[src/rtl/wf_slot_allocator_pkg.sv]
// Shared sizing constants and helpers for the wavefront slot allocator.
// A compute unit owns NUM_WF slots, each addressed by a WFID_W-bit wavefront id.
package wf_slot_allocator_pkg;

    localparam int NUM_WF        = 40;
    localparam int WFID_W        = 6;
    localparam int WF_FREE_CNT_W = 6;

    typedef logic [NUM_WF-1:0] wf_mask_t;
    typedef logic [WFID_W-1:0] wfid_t;

    // Ids at or above NUM_WF shift off the end and yield an empty mask.
    function automatic wf_mask_t wfid_onehot(input wfid_t wfid);
        return wf_mask_t'(1) << wfid;
    endfunction

endpackage

[src/rtl/prio_enc_40_to_6.sv]
// Combinational priority encoder: returns the lowest set bit of free_mask.
// Bit 0 has the highest priority, so idx is 0 when no bit is set.
module prio_enc_40_to_6
    import wf_slot_allocator_pkg::*;
(
    input  logic [NUM_WF-1:0] free_mask,
    output logic [WFID_W-1:0] idx,
    output logic              any_free
);

    // Scanning downward lets the lowest set bit overwrite any higher one.
    always_comb begin
        idx      = '0;
        any_free = |free_mask;
        for (int i = NUM_WF - 1; i >= 0; i--) begin
            if (free_mask[i]) begin
                idx = WFID_W'(i);
            end
        end
    end

endmodule

[src/rtl/wf_slot_allocator.sv]
// Allocates and releases per-compute-unit wavefront slots, and writes each new
// slot's initial value into the downstream per-wavefront register file.
module wf_slot_allocator
    import wf_slot_allocator_pkg::*;
#(
    parameter int WIDTH = 1
) (
    input  logic                     clk,
    input  logic                     rst,
    input  logic                     alloc_req,
    input  logic [WIDTH-1:0]         alloc_data,
    output logic                     alloc_ready,
    output logic                     alloc_done,
    output logic [WFID_W-1:0]        alloc_wfid,
    input  logic                     release_en,
    input  logic [WFID_W-1:0]        release_wfid,
    output logic                     release_err,
    output logic                     wr_en,
    output logic [WFID_W-1:0]        wr_addr,
    output logic [WIDTH-1:0]         wr_data,
    output logic [NUM_WF-1:0]        busy_vec,
    output logic [WF_FREE_CNT_W-1:0] free_count
);

    logic [WFID_W-1:0] grant_idx;
    logic              any_free;
    logic              accept;
    logic              rel_ok;
    wf_mask_t          rel_mask;
    wf_mask_t          set_mask;
    wf_mask_t          clr_mask;

    prio_enc_40_to_6 u_prio_enc (
        .free_mask (~busy_vec),
        .idx       (grant_idx),
        .any_free  (any_free)
    );

    // Ready depends only on registered state, so requesters see no comb loop.
    assign alloc_ready = (free_count != '0);
    assign accept      = alloc_req && alloc_ready && any_free;

    assign rel_mask = wfid_onehot(release_wfid);
    assign rel_ok   = release_en && (|(busy_vec & rel_mask));
    assign set_mask = accept ? wfid_onehot(grant_idx) : '0;
    assign clr_mask = rel_ok ? rel_mask : '0;

    // Grant uses the pre-edge bitmap, so a slot freed this cycle is not reused
    // until the next one; simultaneous grant and release leave the count alone.
    always_ff @(posedge clk or posedge rst) begin
        if (rst) begin
            busy_vec    <= '0;
            free_count  <= WF_FREE_CNT_W'(NUM_WF);
            alloc_done  <= 1'b0;
            alloc_wfid  <= '0;
            release_err <= 1'b0;
            wr_en       <= 1'b0;
            wr_addr     <= '0;
            wr_data     <= '0;
        end else begin
            busy_vec    <= (busy_vec & ~clr_mask) | set_mask;
            alloc_done  <= accept;
            wr_en       <= accept;
            release_err <= release_en && !rel_ok;
            if (accept && !rel_ok) begin
                free_count <= free_count - WF_FREE_CNT_W'(1);
            end else if (rel_ok && !accept) begin
                free_count <= free_count + WF_FREE_CNT_W'(1);
            end
            if (accept) begin
                alloc_wfid <= grant_idx;
                wr_addr    <= grant_idx;
                wr_data    <= alloc_data;
            end
        end
    end

endmodule

[config.mk]
export PLATFORM = sky130hd
export DESIGN_NAME = wf_slot_allocator
export DESIGN_NICKNAME = d
export VERILOG_FILES = /design/src/rtl/wf_slot_allocator_pkg.sv /design/src/rtl/prio_enc_40_to_6.sv /design/src/rtl/wf_slot_allocator.sv
export SDC_FILE = /design/constraint.sdc
export NUM_CORES = 1
export LEC_CHECK = 0
export CAP_MARGIN = 20
export CORE_MARGIN = 1
export CORE_UTILIZATION = 35
export CTS_CLUSTER_SIZE = 24
export DETAILED_ROUTE_END_ITERATION = 8
export PLACE_DENSITY = 0.63
export SETUP_SLACK_MARGIN = 0.02
export SLEW_MARGIN = 10
export SYNTH_ARGS = -nofsm -noshare
export SYNTH_HDL_FRONTEND = slang
export SYNTH_HIERARCHICAL = 1
export SYNTH_SLANG_ARGS = --single-unit
[constraint.sdc]
create_clock -name clk -period 7.8 [get_ports clk]
set_input_delay 1.56 -clock clk [delete_from_list [all_inputs] [get_ports clk]]
set_output_delay 1.56 -clock clk [all_outputs]
set_load 0.005 [all_outputs]
==> impl_metrics.ini <==
[sta]
setup_viol_count_final = 0
max_freq_mhz = 176.6
finalHoldViolCount = 0
final_period_minus_worst_setup_slack_ns = 5.661
timing.clock.skew_ns = 0.01042
sum_neg_setup_slack_ns = 0
post-route-period-util_pct = 72.58
tightest_slew_ns = 1.058
grt_setup_unrepaired = no
finalMaxSlewViolations = 0
relSlewSlack_pct = 29.27

[pwr]
comb_power_share_pct = 55.4
p_leak_nw = 1.967
power_frac_seq_pct = 31.1
max-vdd-ir-drop_mv = 0.1568
power_switching_mw = 0.6419
power.density_mw_per_mm2 = 297.9
p_clk_share_pct = 13.5
internal_power_mw = 0.7818
sw_share_pct = 45.09

[cts]
post-cts-setup-buffers = 0
cts_inserted_buffers = 5
cts.reportedPaths.clkPinSlew_ns = 0.10
tritoncts = done
cts_hold_buf = 0
cts_max_level = 2
cts.sink_count = 55
cts-root-buf = clkbuf_8
clk-insertion-delay-late_ns = 0.31
ctsLongestPathBuffers = 2
cts_repair_resized_insts = 0

[finish]
area_growth_from_synthesis_to_layout_pct = 21.66
mostFrequentLayoutCell = clkdlybuf4s50_1
antenna_cells = 0
most_frequent_cells_in_the_layout = clkdlybuf4s50_1, inv_1, dfrtp_1
final-seq-area_mm2 = 0.001379
filler_cells = 1097
final_standard_cell_area_without_fillers_mm2 = 0.004778
combined_area_of_the_multi_input_logic_cells_mm2 = 0.002125
finalNetCount = 545
post_route_cells_drive_above_1_share_pct = 8.696

[min_path]
min_path_cells = 1
min_path_type = reg -> reg
beginning_of_the_worst_hold_path = wr_data
capture_endpoint_of_the_worst_hold_path = wr_data

[routing]
routedWlPerCell_um = 20.88
ant_nets = 0
totalWireLength_um = 13970
drtIter0Drc = 351
via_count_of_the_routed_design = 3941
detailedRoute.firstPassIterationCount = 7
post-route-drc-count = 0
avgViaCountPerCell = 5.891

[floorplanning]
row_count = 38
floorplan.die.height_um = 107.9
num_io_pins = 74
initial_standard_cell_utilization_of_the_core_pct = 36.07
die_w_um = 107.9
floorplan.die_area_mm2 = 0.01165
fp.coreArea_mm2 = 0.01089

[logic_synthesis]
post_synthesis_cell_type_count = 69
postSynth.asyncResetShare_pct = 100.0
synth.yosys.seq_area_share_pct = 35.11
syn-mean-instance-area_um2 = 8.303
yosys_warnings = 6
ys.flop_type = dfrtp_1
synth_enable_flop_cells = 0
synth.cell_area_mm2 = 0.003928
synth_seq_cells = 55
synthesized_instance_count = 473
synthesis.nets = 490

[global_routing]
grt_antenna_before_repair = 0
grt_first_pass_wirelength_um = 21750
grt_max_degree = 56
grt_pass1_vias = 3760
track_usage_pct = 24.95
globalRoute.totalOverflow = 0

[setup_path]
worst_r2r_path_depth = 17
critPathCaptureType = flip-flop
cp.arrival_ns = 5.91
rr_endpoint = free_count[5]
cp_max_fo = 30
reg2reg_from = busy_vec[13]
timing.critical_path.from_type = input pin
critPathRequiredTime_ns = 8.05
criticalPathCategory = in -> reg
setup.reg_to_reg.worst_slack_ns = 3.83

[placement]
dpl_cell_area_mm2 = 0.004653
gp_congestion = 0.9732
port_buffers = 73
post-dp-hpwl_um = 10640

[status]
status = finished, final reports clean

[run]
drv_cap = 0
-- cell type report --
type / count / area share [%]
Multi-Input combinational cell: 330 / 44.46
Timing Repair Buffer: 77 / 16.08
Sequential cell: 55 / 28.86
Tap cell: 140 / 3.666
Clock inverter: 2 / 0.7855
Clock buffer: 6 / 1.519
Inverter: 59 / 4.635
-- cell families (layout without fill, tap and decap cells) --
logic type / Yosys count / in the layout / share of synthesized area (%)
mux: 15 / 15 / 4.269
compound gates: 135 / 135 / 22.43
simple gates: 168 / 168 / 23.96
fa+ha+maj: 6 / 6 / 2.103
flops: 55 / 55 / 35.11
xor+xnor: 6 / 6 / 1.338
buf+inv: 88 / 144 / 10.80
-- synth_stat cells (3+ instances only) --
| cell type | instances | area share (%) |
|---|---|---|
| inv_1 | 59 | 5.6 |
| dfrtp_1 | 53 | 34 |
| o21ai_0 | 49 | 6.2 |
| nand2_1 | 35 | 3.3 |
| nor2_1 | 30 | 2.9 |
| nand3_1 | 23 | 2.9 |
| a21oi_1 | 19 | 2.4 |
| mux2_2 | 13 | 3.7 |
| nor3_1 | 13 | 1.7 |
| buf_4 | 12 | 2.3 |
| nor2b_1 | 12 | 1.9 |
| o31ai_1 | 11 | 2.1 |
| and3_1 | 7 | 1.1 |
| clkbuf_1 | 7 | 0.67 |
| nand4_1 | 7 | 1.1 |
| nor4_1 | 7 | 1.1 |
| a21o_1 | 6 | 1.1 |
| buf_6 | 6 | 1.7 |
| o22ai_1 | 6 | 0.96 |
| ha_1 | 5 | 1.6 |
| nor3b_1 | 5 | 0.96 |
| o21ai_1 | 5 | 0.64 |
| a31oi_1 | 4 | 0.64 |
| a32oi_1 | 4 | 0.89 |
| o21bai_1 | 4 | 0.76 |
| a221oi_1 | 3 | 0.67 |
| and4bb_2 | 3 | 0.96 |
| buf_2 | 3 | 0.38 |
| or2_2 | 3 | 0.48 |
| or3_1 | 3 | 0.48 |
| or4_1 | 3 | 0.57 |
| xnor2_1 | 3 | 0.67 |
| xor2_1 | 3 | 0.67 |
-- metal layers --
layer  track usage [%]  share of wire (%)  wire length, um  vias up
met5                 0                  0                0        -
met4             9.100                3.7              516        0
met3             3.918                7.8             1094       43
met2             39.74                 46             6393      220
met1             34.15                 43             5967     1885
li1                  -                  -                -     1793
-- how the worst max path moves through the flow --
stage | start | to | slack, ns | cells after the start
final | release_wfid[3] | free_count[5] | 2.14 | 17
after global routing | release_wfid[0] | free_count[5] | 1.85 | 17
after CTS | release_wfid[1] | free_count[5] | 2.03 | 17
after detailed placement | release_wfid[1] | free_count[5] | 1.68 | 17
after global placement | release_wfid[1] | free_count[5] | 1.81 | 17
after floorplan | release_wfid[2] | free_count[5] | 3.30 | 19
-- critical path: stages --
cell	delay (ns)
clkdlybuf4s50_1	1.17
mux2_2	0.42
a32oi_1	0.21
a311oi_1	0.15
a211oi_2	0.29
o211a_4	0.43
nor2b_1	0.09
inv_1	0.07
ha_1	0.24
ha_1	0.27
a21o_1	0.18
a21oi_1	0.22
o21bai_1	0.08
a21oi_1	0.17
xnor2_1	0.13
nor2_1	0.06
xor2_1	0.15
-- metrics by stage --
stage / instances / setup slack [ns] / total power [mW] / util [%] / hold slack (ns)
finish: 669 / 2.139 / 1.424 / 43.89 / 0.5201
global placement: 660 / 1.815 / 1.216 / 42.74 / 0.4924
detailed placement: 660 / 1.680 / 1.225 / 42.74 / 0.5029
global route: 669 / 1.850 / 1.515 / 43.89 / 0.5525
CTS: 668 / 2.032 / 1.420 / 43.75 / 0.5272
floorplan: 473 / 3.296 / 0.8709 / - / 0.4893
-- registers in the layout, indices dropped and copies added (netlist names) --
register and cells:
wr_data 1, free_count 6, busy_vec 40, wr_en 1
release_err 1, wr_addr 6
-- power groups by stage --
| stage | registers (mW) | logic (mW) | clock network [mW] |
|---|---|---|---|
| after floorplan | 0.427 | 0.444 | 0 |
| after global placement | 0.447 | 0.769 | 0 |
| after detailed placement | 0.447 | 0.778 | 0 |
| after CTS | 0.443 | 0.780 | 0.197 |
| after global routing | 0.451 | 0.855 | 0.209 |
| final | 0.443 | 0.789 | 0.192 |
No activity file was read; power rests on OpenSTA's default activity.
